## src/rtl/dag_circ_if.sv

```systemverilog
// Request/write/readback bundle between the program sequencer, bus connect and the DAG.
interface dag_circ_if #(
    parameter int DA_WIDTH = 16,
    parameter int NUM_IREG = 8
);
    localparam int IDX_W = $clog2(NUM_IREG);

    logic                ps_dg_en;
    logic                ps_dg_mdfy;
    logic                ps_dg_brev;
    logic [IDX_W-1:0]    ps_dg_iadd;
    logic [IDX_W-1:0]    ps_dg_madd;
    logic                ps_dg_wrt_en;
    logic [IDX_W+1:0]    ps_dg_wrt_add;
    logic [IDX_W+1:0]    ps_dg_rd_add;
    logic [DA_WIDTH-1:0] bc_dt;
    logic [DA_WIDTH-1:0] dg_dm_add;
    logic [DA_WIDTH-1:0] dg_bc_dt;
    logic                dg_ps_wrap;

    modport master (
        output ps_dg_en, ps_dg_mdfy, ps_dg_brev, ps_dg_iadd, ps_dg_madd,
               ps_dg_wrt_en, ps_dg_wrt_add, ps_dg_rd_add, bc_dt,
        input  dg_dm_add, dg_bc_dt, dg_ps_wrap
    );

    modport slave (
        input  ps_dg_en, ps_dg_mdfy, ps_dg_brev, ps_dg_iadd, ps_dg_madd,
               ps_dg_wrt_en, ps_dg_wrt_add, ps_dg_rd_add, bc_dt,
        output dg_dm_add, dg_bc_dt, dg_ps_wrap
    );
endinterface

```

## src/rtl/dag_circ.sv

```systemverilog
// Data address generator: I/M/L/B register sets, circular wrap inside [B, B+L),
// pre/post-modify and optional bit-reversed address output.
module dag_circ #(
    parameter int DA_WIDTH = 16,
    parameter int NUM_IREG = 8
) (
    input  logic        clk,
    input  logic        reset,
    dag_circ_if.slave   bus
);
    localparam int IDX_W = $clog2(NUM_IREG);

    function automatic logic [DA_WIDTH-1:0] bit_rev(input logic [DA_WIDTH-1:0] v);
        logic [DA_WIDTH-1:0] r;
        for (int k = 0; k < DA_WIDTH; k++) begin
            r[k] = v[DA_WIDTH-1-k];
        end
        return r;
    endfunction

    logic [DA_WIDTH-1:0] i_q [NUM_IREG];
    logic [DA_WIDTH-1:0] m_q [NUM_IREG];
    logic [DA_WIDTH-1:0] l_q [NUM_IREG];
    logic [DA_WIDTH-1:0] b_q [NUM_IREG];
    logic [DA_WIDTH-1:0] i_d [NUM_IREG];
    logic [DA_WIDTH-1:0] m_d [NUM_IREG];
    logic [DA_WIDTH-1:0] l_d [NUM_IREG];
    logic [DA_WIDTH-1:0] b_d [NUM_IREG];

    logic [DA_WIDTH-1:0] dm_add_q, dm_add_d;
    logic [DA_WIDTH-1:0] bc_dt_q, bc_dt_d;
    logic                wrap_q, wrap_d;

    logic [DA_WIDTH-1:0] i_cur_s, m_cur_s, l_cur_s, b_cur_s;
    logic [DA_WIDTH-1:0] sum_s, n_s, a_s;
    logic [DA_WIDTH:0]   limit_s;
    logic                wrap_s;
    logic                i_upd_s;
    logic [NUM_IREG-1:0] wr_i_s, wr_m_s, wr_l_s, wr_b_s;
    logic [IDX_W-1:0]    wr_set_s;
    logic [IDX_W-1:0]    rd_set_s;

    assign wr_set_s = bus.ps_dg_wrt_add[IDX_W-1:0];
    assign rd_set_s = bus.ps_dg_rd_add[IDX_W-1:0];

    // Index arithmetic; limit is one bit wider so B+L at the top of the space does not alias.
    always_comb begin
        i_cur_s = i_q[bus.ps_dg_iadd];
        m_cur_s = m_q[bus.ps_dg_madd];
        l_cur_s = l_q[bus.ps_dg_iadd];
        b_cur_s = b_q[bus.ps_dg_iadd];
        sum_s   = i_cur_s + m_cur_s;
        limit_s = {1'b0, b_cur_s} + {1'b0, l_cur_s};
        n_s     = sum_s;
        wrap_s  = 1'b0;
        if (l_cur_s == {DA_WIDTH{1'b0}}) begin
            n_s    = sum_s;
            wrap_s = 1'b0;
        end else if (!m_cur_s[DA_WIDTH-1] && ({1'b0, sum_s} >= limit_s)) begin
            n_s    = sum_s - l_cur_s;
            wrap_s = 1'b1;
        end else if (m_cur_s[DA_WIDTH-1] && (sum_s < b_cur_s)) begin
            n_s    = sum_s + l_cur_s;
            wrap_s = 1'b1;
        end else begin
            n_s    = sum_s;
            wrap_s = 1'b0;
        end
        a_s     = bus.ps_dg_mdfy ? n_s : i_cur_s;
        i_upd_s = bus.ps_dg_en & ~bus.ps_dg_mdfy;
    end

    // One-hot write strobes per register kind and set.
    always_comb begin
        wr_i_s = {NUM_IREG{1'b0}};
        wr_m_s = {NUM_IREG{1'b0}};
        wr_l_s = {NUM_IREG{1'b0}};
        wr_b_s = {NUM_IREG{1'b0}};
        if (bus.ps_dg_wrt_en) begin
            case (bus.ps_dg_wrt_add[IDX_W+1:IDX_W])
                2'b00:   wr_i_s[wr_set_s] = 1'b1;
                2'b01:   wr_m_s[wr_set_s] = 1'b1;
                2'b10:   wr_l_s[wr_set_s] = 1'b1;
                2'b11:   wr_b_s[wr_set_s] = 1'b1;
                default: wr_i_s = {NUM_IREG{1'b0}};
            endcase
        end else begin
            wr_i_s = {NUM_IREG{1'b0}};
        end
    end

    // Register file next state; a bus write overrides the post-modify update of the same I.
    always_comb begin
        for (int s = 0; s < NUM_IREG; s++) begin
            i_d[s] = wr_i_s[s] ? bus.bc_dt :
                     ((i_upd_s && (bus.ps_dg_iadd == IDX_W'(s))) ? n_s : i_q[s]);
            m_d[s] = wr_m_s[s] ? bus.bc_dt : m_q[s];
            l_d[s] = wr_l_s[s] ? bus.bc_dt : l_q[s];
            b_d[s] = wr_b_s[s] ? bus.bc_dt : b_q[s];
        end
    end

    // Output next state: address holds when idle, wrap is a single-generation pulse.
    always_comb begin
        dm_add_d = dm_add_q;
        wrap_d   = 1'b0;
        bc_dt_d  = {DA_WIDTH{1'b0}};
        if (bus.ps_dg_en) begin
            dm_add_d = bus.ps_dg_brev ? bit_rev(a_s) : a_s;
            wrap_d   = wrap_s;
        end else begin
            dm_add_d = dm_add_q;
            wrap_d   = 1'b0;
        end
        case (bus.ps_dg_rd_add[IDX_W+1:IDX_W])
            2'b00:   bc_dt_d = i_q[rd_set_s];
            2'b01:   bc_dt_d = m_q[rd_set_s];
            2'b10:   bc_dt_d = l_q[rd_set_s];
            2'b11:   bc_dt_d = b_q[rd_set_s];
            default: bc_dt_d = {DA_WIDTH{1'b0}};
        endcase
    end

    // State registers with asynchronous clear.
    always_ff @(posedge clk or negedge reset) begin
        if (!reset) begin
            for (int s = 0; s < NUM_IREG; s++) begin
                i_q[s] <= {DA_WIDTH{1'b0}};
                m_q[s] <= {DA_WIDTH{1'b0}};
                l_q[s] <= {DA_WIDTH{1'b0}};
                b_q[s] <= {DA_WIDTH{1'b0}};
            end
            dm_add_q <= {DA_WIDTH{1'b0}};
            bc_dt_q  <= {DA_WIDTH{1'b0}};
            wrap_q   <= 1'b0;
        end else begin
            for (int s = 0; s < NUM_IREG; s++) begin
                i_q[s] <= i_d[s];
                m_q[s] <= m_d[s];
                l_q[s] <= l_d[s];
                b_q[s] <= b_d[s];
            end
            dm_add_q <= dm_add_d;
            bc_dt_q  <= bc_dt_d;
            wrap_q   <= wrap_d;
        end
    end

    assign bus.dg_dm_add  = dm_add_q;
    assign bus.dg_bc_dt   = bc_dt_q;
    assign bus.dg_ps_wrap = wrap_q;
endmodule

```

## src/flat_wrapper.sv

```systemverilog
// flat-port wrapper written by rule: the top's interface ports become plain ports
module dag_circ_flat 
#(
    parameter int DA_WIDTH = 16,
    parameter int NUM_IREG = 8
)
  (clk, reset, bus_ps_dg_en, bus_ps_dg_mdfy, bus_ps_dg_brev, bus_ps_dg_iadd, bus_ps_dg_madd, bus_ps_dg_wrt_en, bus_ps_dg_wrt_add, bus_ps_dg_rd_add, bus_bc_dt, bus_dg_dm_add, bus_dg_bc_dt, bus_dg_ps_wrap);
  dag_circ_if #(.DA_WIDTH(DA_WIDTH), .NUM_IREG(NUM_IREG)) bus_i ();
  input  logic clk;
  input  logic reset;
  input wire logic [$bits(bus_i.ps_dg_en)-1:0] bus_ps_dg_en;
  input wire logic [$bits(bus_i.ps_dg_mdfy)-1:0] bus_ps_dg_mdfy;
  input wire logic [$bits(bus_i.ps_dg_brev)-1:0] bus_ps_dg_brev;
  input wire logic [$bits(bus_i.ps_dg_iadd)-1:0] bus_ps_dg_iadd;
  input wire logic [$bits(bus_i.ps_dg_madd)-1:0] bus_ps_dg_madd;
  input wire logic [$bits(bus_i.ps_dg_wrt_en)-1:0] bus_ps_dg_wrt_en;
  input wire logic [$bits(bus_i.ps_dg_wrt_add)-1:0] bus_ps_dg_wrt_add;
  input wire logic [$bits(bus_i.ps_dg_rd_add)-1:0] bus_ps_dg_rd_add;
  input wire logic [$bits(bus_i.bc_dt)-1:0] bus_bc_dt;
  output wire logic [$bits(bus_i.dg_dm_add)-1:0] bus_dg_dm_add;
  output wire logic [$bits(bus_i.dg_bc_dt)-1:0] bus_dg_bc_dt;
  output wire logic [$bits(bus_i.dg_ps_wrap)-1:0] bus_dg_ps_wrap;
  assign bus_i.ps_dg_en = bus_ps_dg_en;
  assign bus_i.ps_dg_mdfy = bus_ps_dg_mdfy;
  assign bus_i.ps_dg_brev = bus_ps_dg_brev;
  assign bus_i.ps_dg_iadd = bus_ps_dg_iadd;
  assign bus_i.ps_dg_madd = bus_ps_dg_madd;
  assign bus_i.ps_dg_wrt_en = bus_ps_dg_wrt_en;
  assign bus_i.ps_dg_wrt_add = bus_ps_dg_wrt_add;
  assign bus_i.ps_dg_rd_add = bus_ps_dg_rd_add;
  assign bus_i.bc_dt = bus_bc_dt;
  assign bus_dg_dm_add = bus_i.dg_dm_add;
  assign bus_dg_bc_dt = bus_i.dg_bc_dt;
  assign bus_dg_ps_wrap = bus_i.dg_ps_wrap;
  dag_circ #(.DA_WIDTH(DA_WIDTH), .NUM_IREG(NUM_IREG)) u_core (.clk(clk), .reset(reset), .bus(bus_i));
endmodule
```

## config.mk

```make
export PLATFORM = sky130hd
export DESIGN_NAME = dag_circ_flat
export DESIGN_NICKNAME = d
export VERILOG_FILES = /design/src/rtl/dag_circ_if.sv /design/src/rtl/dag_circ.sv /design/src/flat_wrapper.sv
export SDC_FILE = /design/constraint.sdc
export NUM_CORES = 1
export LEC_CHECK = 0
export BUFFER_PORTS_ARGS = -buffer_cell sky130_fd_sc_hd__buf_2
export CAP_MARGIN = 40
export CORE_MARGIN = 4
export CORE_UTILIZATION = 54
export CTS_CLUSTER_DIAMETER = 30
export DETAILED_ROUTE_END_ITERATION = 10
export PLACE_DENSITY = 0.72
export SKIP_CTS_REPAIR_TIMING = 1
export SYNTH_ARGS = -nofsm -noshare
export SYNTH_HDL_FRONTEND = slang
export SYNTH_SLANG_ARGS = --single-unit
```

## constraint.sdc

```tcl
create_clock -name clk -period 5.3 [get_ports clk]
set_clock_uncertainty 0.1 [all_clocks]
set_input_delay 0.265 -clock clk [delete_from_list [all_inputs] [get_ports clk]]
set_output_delay 0.265 -clock clk [all_outputs]
set_load 0.01 [all_outputs]
```

* Yosys cells after proc, flatten, opt, wreduce, memory -nomap -nowiden
Index checks and enable logic that the tools add are counted.
** Word-level totals
- Register bits after elaboration :: 545
- Bits of input ports :: 38
- Output and inout bits :: 33
** Operators by class
- $add $sub $neg :: 4
- Magnitude comparators :: 7
- Equal/unequal tests :: 13
- Multiplexer cells :: 60
- Bitwise operators :: 5
- Reductions and logical operators :: 24
** Operator list (number)
- two-way mux 16 bit :: 37
- binary-select mux 16 bit (select 3 bit) :: 8
- two-way mux 8 bit :: 8
- case mux 16 bit (4 select lines) :: 1
- adder 16 bit :: 2
- adder 16 x 16 -> 17 bit :: 1
- >= comparator 16 x 17 -> 1 bit :: 1
- logical NOT 16 bit :: 1
- less-than comparator 16 bit :: 1
- nonzero test 2 bit :: 8
- subtractor 16 bit :: 1
- == test 3 bit (second input constant) :: 4
- >= comparator 4 bit (second input constant) :: 3
- NOT 3 -> 4 bit :: 3
- logical AND 1 bit :: 11
- == test 2 bit (second input constant) :: 4
- == test 3 x 2 -> 1 bit (second input constant) :: 2
- two-way mux 1 bit :: 5
- == test 2 x 1 -> 1 bit (second input constant) :: 2
- logical NOT 2 bit :: 2
- less-than comparator 3 x 4 -> 1 bit (second input constant) :: 1
- demux 1 bit (select 3 bit) :: 1
- == test 3 x 1 -> 1 bit (second input constant) :: 1
- >= comparator 3 x 1 -> 1 bit (second input constant) :: 1
- 4 further kinds :: 4

* Longest topological paths before layout
- Depth in word-level cells :: 12
- Mapped depth :: 32

* Worst setup path before layout
Ideal clock, no wire load.
- Kind :: input to register
- From :: input bus_ps_dg_iadd[0]
- To :: register u_core.i_q[102] (netlist bit)
- Library setup time :: 0.125 ns
- Data arrival time :: 7.286 ns
- Slack :: -2.211 ns
- Stages :: 30
- Buffers on the path :: 6
- Cell sequence :: buf_2 -> buf_2 -> buf_1 -> clkbuf_1 -> buf_1 -> mux4_2 -> mux2i_1 -> inv_1 -> ha_1 -> a21o_1 -> a21oi_1 -> o21bai_1 -> a21oi_1 -> nor2b_1 -> o21a_1 -> o31a_1 -> o21ai_0 -> xor2_1 -> ha_1 -> a21bo_2 -> a31oi_1 -> o2111ai_1 -> o211ai_1 -> a221oi_1 -> a2111oi_4 -> buf_6 -> nor3_1 -> a211oi_2 -> a31oi_1 -> mux2_2
** On the way
- Longest elaborated chain between the ends :: 12
- Elaborated cells between the ends (all ways) :: 27
- Those cells by class :: add/sub: 4; order compare: 2; eq/ne: 1; mux: 14; bitwise: 1; reduce/logical: 5
** Ends and longest elaborated chain
- start: declaration :: RTL line flat_wrapper.sv:14 : input wire logic [$bits(bus_i.ps_dg_iadd)-1:0] bus_ps_dg_iadd;
- NOT 3 -> 4 bit (implied by the code) :: RTL line dag_circ.sv:48, dag_circ.sv:50, dag_circ.sv:51
- binary-select mux 16 bit (select 3 bit) :: RTL line dag_circ.sv:48 : i_cur_s = i_q[bus.ps_dg_iadd];
- two-way mux 16 bit (implied by the code) (2 in a row) :: RTL line dag_circ.sv:48
- adder 16 bit :: RTL line dag_circ.sv:52 : sum_s = i_cur_s + m_cur_s;
- less-than comparator 16 bit :: RTL line dag_circ.sv:62 : end else if (m_cur_s[DA_WIDTH-1] && (sum_s < b_cur_s)) begin
- logical AND 1 bit :: RTL line dag_circ.sv:62
- two-way mux 16 bit :: RTL line dag_circ.sv:62
- two-way mux 16 bit :: RTL line dag_circ.sv:59 : end else if (!m_cur_s[DA_WIDTH-1] && ({1'b0, sum_s} >= limit_s)) begin
- two-way mux 16 bit :: RTL line dag_circ.sv:56 : if (l_cur_s == {DA_WIDTH{1'b0}}) begin
- two-way mux 16 bit :: RTL line dag_circ.sv:96 : ((i_upd_s && (bus.ps_dg_iadd == IDX_W'(s))) ? n_s : i_q[s]);
- two-way mux 16 bit :: RTL line dag_circ.sv:95 : i_d[s] = wr_i_s[s] ? bus.bc_dt :
- end signal: indexed assignment :: RTL line dag_circ.sv:128 : i_q[s] <= {DA_WIDTH{1'b0}};
- end signal: indexed assignment :: RTL line dag_circ.sv:138 : i_q[s] <= i_d[s];
- end: declaration :: RTL line dag_circ.sv:21 : logic [DA_WIDTH-1:0] i_q [NUM_IREG];
Parallel ways exist; a longest one is shown, timed or not. The select of a mux whose other input is x is not followed.
A chain may end at the register's enable or synchronous reset.

* Worst setup path after layout
- From :: register u_core.l_q[80] (netlist bit)
- To :: register u_core.dm_add_q[7] (netlist: u_core.bus.dg_dm_add[7])
** On the way
- Longest elaborated chain between the ends :: 10
- Elaborated cells between the ends (all ways) :: 14
- Those cells by class :: add/sub: 3; order compare: 1; mux: 8; reduce/logical: 2
** Ends and longest elaborated chain
- start: declaration :: RTL line dag_circ.sv:23 : logic [DA_WIDTH-1:0] l_q [NUM_IREG];
- start signal: indexed assignment :: RTL line dag_circ.sv:130 : l_q[s] <= {DA_WIDTH{1'b0}};
- start signal: indexed assignment :: RTL line dag_circ.sv:140 : l_q[s] <= l_d[s];
- binary-select mux 16 bit (select 3 bit) (*) :: RTL line dag_circ.sv:50 : l_cur_s = l_q[bus.ps_dg_iadd];
- two-way mux 16 bit (implied by the code) (*) (2 in a row) :: RTL line dag_circ.sv:50
- adder 16 x 16 -> 17 bit :: RTL line dag_circ.sv:53 : limit_s = {1'b0, b_cur_s} + {1'b0, l_cur_s};
- >= comparator 16 x 17 -> 1 bit :: RTL line dag_circ.sv:59
- logical AND 1 bit :: RTL line dag_circ.sv:59
- two-way mux 16 bit :: RTL line dag_circ.sv:59
- two-way mux 16 bit (*) :: RTL line dag_circ.sv:56
- two-way mux 16 bit (*) :: RTL line dag_circ.sv:69 : a_s = bus.ps_dg_mdfy ? n_s : i_cur_s;
- two-way mux 16 bit (*) :: RTL line dag_circ.sv:109 : dm_add_d = bus.ps_dg_brev ? bit_rev(a_s) : a_s;
- end signal: assignment :: RTL line dag_circ.sv:133 : dm_add_q <= {DA_WIDTH{1'b0}};
- end signal: assignment :: RTL line dag_circ.sv:143 : dm_add_q <= dm_add_d;
- end: declaration :: RTL line dag_circ.sv:30 : logic [DA_WIDTH-1:0] dm_add_q, dm_add_d;
Mark *: on every way between the ends. The rest lies on a longest branch, timed or not. The select of a mux whose other input is x is not followed.

==> impl_metrics.py <==
metrics = {
    "timing": {
        "fin_crit_ps": 6000,
        "max_freq_ghz": 0.167,
        "slew_violations": 0,
        "worst_pin_slew_ps": 1100,
        "fin_crit_sh_pct": 113,
        "rsz0062_at_grt": "true",
        "final_hold_viol_count": 0,
        "max_slew_margin_pct": 26.8,
        "setup_ws_ps": -698,
        "finalSetupViolCount": 145,
        "fin_hold_ws_ps": 29.0,
    },
    "status": {
        "status": "complete, but fails checks",
        "violations": "setup timing",
    },
    "drt": {
        "drt-wirelength-per-cell_um": 30.4,
        "vias": 29700,
        "drt_iter0_drc": 3499,
        "dr.pass1.iters": 6,
        "antenna_left": 0,
        "avgViaCountPerCell": 6.82,
        "drc_errors": 0,
        "totalWireLength_mm": 133,
    },
    "worst_hold_path": {
        "hold_path_class": "input pin to register",
    },
    "critical_path": {
        "worst-path-max-fanout": 6,
        "crit_slowest_cell": "mux4_2",
        "worst_ep_arrival_time_ps": 6420,
        "cp_top_family": "compound AO/OA/AOI/OAI gates",
        "critical_path_class": "register to register",
        "start_kind": "register",
        "worstPathRequired_ps": 5720,
        "end_kind": "register",
        "critical_path_buf_inv_count": 5,
        "max_stage_delay_ps": 510,
        "path_common_cell": "buf_6",
    },
    "logic_synthesis": {
        "synthCells": 2764,
        "synth_ff_type": "dfrtp_1",
        "async_reset_ff_share_pct": 100,
        "ys_seq_area_share_pct": 40.2,
        "syn_area_um2": 33900,
        "ys_seq_elements": 545,
        "ys_types": 89,
        "synth_area_per_cell_um2": 12.3,
        "synth_nets": 2894,
        "synth_edf_count": 0,
        "synth_warnings": 0,
    },
    "cts": {
        "cts.clk_slew.worst_paths_ps": 60,
        "clock_path_buffers": 3,
        "htreeDepth": 3,
        "clock-sinks": 545,
        "cts_made_buffers": 119,
        "cts_root_buffer": "clkbuf_16",
        "cts_tree": "done",
        "worstSkewPairLatency_ps": 700,
    },
    "power": {
        "p_total_uw": 34200,
        "power_per_cell_area_nw_per_um2": 744,
        "peakVddDrop_mv": 0.655,
        "power_leakage_uw": 0.0205,
    },
    "cells_and_area": {
        "synthToLayoutAreaGrowth_pct": 35.5,
        "layout.nets": 3539,
        "fill_cells": 3808,
        "finalNonFillerCells": 4364,
        "layout-drive-gt1-share_pct": 55.5,
    },
    "floorplanning": {
        "dieArea_um2": 66900,
        "fp.dieW_um": 259,
        "fp-row-count": 91,
        "coreArea_um2": 61900,
        "start_util_pct": 54.7,
        "ios": 71,
        "die_h_um": 259,
    },
    "job": {
        "cap_violations": 0,
    },
    "grt": {
        "grt_pass1_wl_mm": 191,
        "grt_max_degree": 142,
        "grt_antenna_before_repair": 17,
        "grt_pass1_vias": 30100,
        "grt_use_total_pct": 38.2,
        "grt.overflow.total": 0,
    },
    "placed_design": {
        "dp_hpwl_mm": 86.2,
        "dpl.cell_count": 4075,
        "io_buffer_count": 70,
        "finalWeightedCongestion": 0.952,
    },
}
-- synthesized netlist by cell type, types with 43 or more instances --
| cell | number | area [um2] |
|---|---|---|
| nor2_1 | 170 | 638 |
| nand2_1 | 120 | 450 |
| clkbuf_1 | 191 | 717 |
| dfrtp_1 | 545 | 13600 |
| o21ai_0 | 67 | 335 |
| mux2_2 | 435 | 4900 |
| nand3_1 | 84 | 420 |
| inv_1 | 68 | 255 |
| mux4_2 | 288 | 6490 |
| a31oi_1 | 47 | 294 |
| nor3_1 | 49 | 245 |
| a21o_1 | 43 | 323 |
| ha_1 | 88 | 1100 |
| a21oi_1 | 155 | 776 |
-- worst min-delay path, cell delays in order --
cell	delay (ps)
buf_2	300
nand2_1	130
o21ai_1	60
-- cells in the final DEF, fill, tap and decap left out, types with 53 or more instances in the layout --
cell type  instances
buf_4            615
a21oi_1          107
nand3_1           53
inv_1             65
mux4_2           288
nor2_1           149
mux2_2           431
buf_2             64
dfrtp_1          545
clkbuf_16        121
ha_1              84
nand2_1          118
-- sequential cells by signal, indices dropped and copies added, names as in the netlist --
signal,count
u_core.bus.dg_bc_dt,16
u_core.l_q,128
u_core.m_q,128
u_core.b_q,128
u_core.i_q,128
u_core.bus.dg_ps_wrap,1
u_core.bus.dg_dm_add,16
-- cell type report --
type / instances / area [um2] / area share (%)
Antenna cell: 13 / 32.5 / 0.0708
Clock buffer: 144 / 3220 / 7.02
Clock inverter: 82 / 1080 / 2.35
Inverter: 69 / 264 / 0.575
Multi-Input combinational cell: 1911 / 20400 / 44.4
Sequential cell: 545 / 13600 / 29.7
Tap cell: 837 / 1050 / 2.28
Timing Repair Buffer: 763 / 6250 / 13.6
-- kinds of logic after synthesis --
kind of cell             Yosys count  synth area share, %
AO/OA/AOI/OAI                    501                 10.1
buffers and inverters            308                 3.53
XOR/XNOR                          27                0.697
flip-flops                       545                 40.2
AND/OR/NAND/NOR                  530                 7.30
adder cells (fa/ha/maj)           93                 3.51
multiplexers                     760                 34.7
-- path summary, 6_finish.rpt --
check,slack [ps],cells after the start,startpoint,endpoint
setup / recovery,-700,26,u_core.l_q[80],u_core.bus.dg_dm_add[7]
hold / removal,30,3,bus_bc_dt[0],u_core.i_q[112]
setup reg to reg,-700,26,u_core.l_q[80],u_core.bus.dg_dm_add[7]
hold reg to reg,420,2,u_core.bus.dg_dm_add[0],u_core.bus.dg_dm_add[0]
max in group asynchronous,3460,3,reset,u_core.bus.dg_dm_add[3]
min in group asynchronous,120,2,reset,u_core.m_q[80]
-- per-layer routing --
metal	track usage (%)	routed length [um]	vias to the layer above
met3	13.8	17100	590
met4	21.6	9280	14
met1	48.1	47300	15000
met5	0	94	-
li1	-	-	11900
met2	57.4	58900	2195
-- power by group --
group | switching [uW] | internal (uW) | total (uW)
logic | 10300 | 9790 | 20100
registers | 868 | 5340 | 6210
clock network | 2640 | 5220 | 7870
-- per-stage QoR --
step	util (%)	setup slack [ps]	instance area (um2)	TNS [ps]
after detailed placement	64.4	-1150	39900	-140300
after global routing	74.1	-866	45900	-100170
after floorplan	-	-700	34300	-80320
after global placement	63.8	-1150	39500	-140420
final	74.2	-698	45900	-74750
after CTS	71.4	-977	44200	-105050
Power figures use the tool's default switching activity.
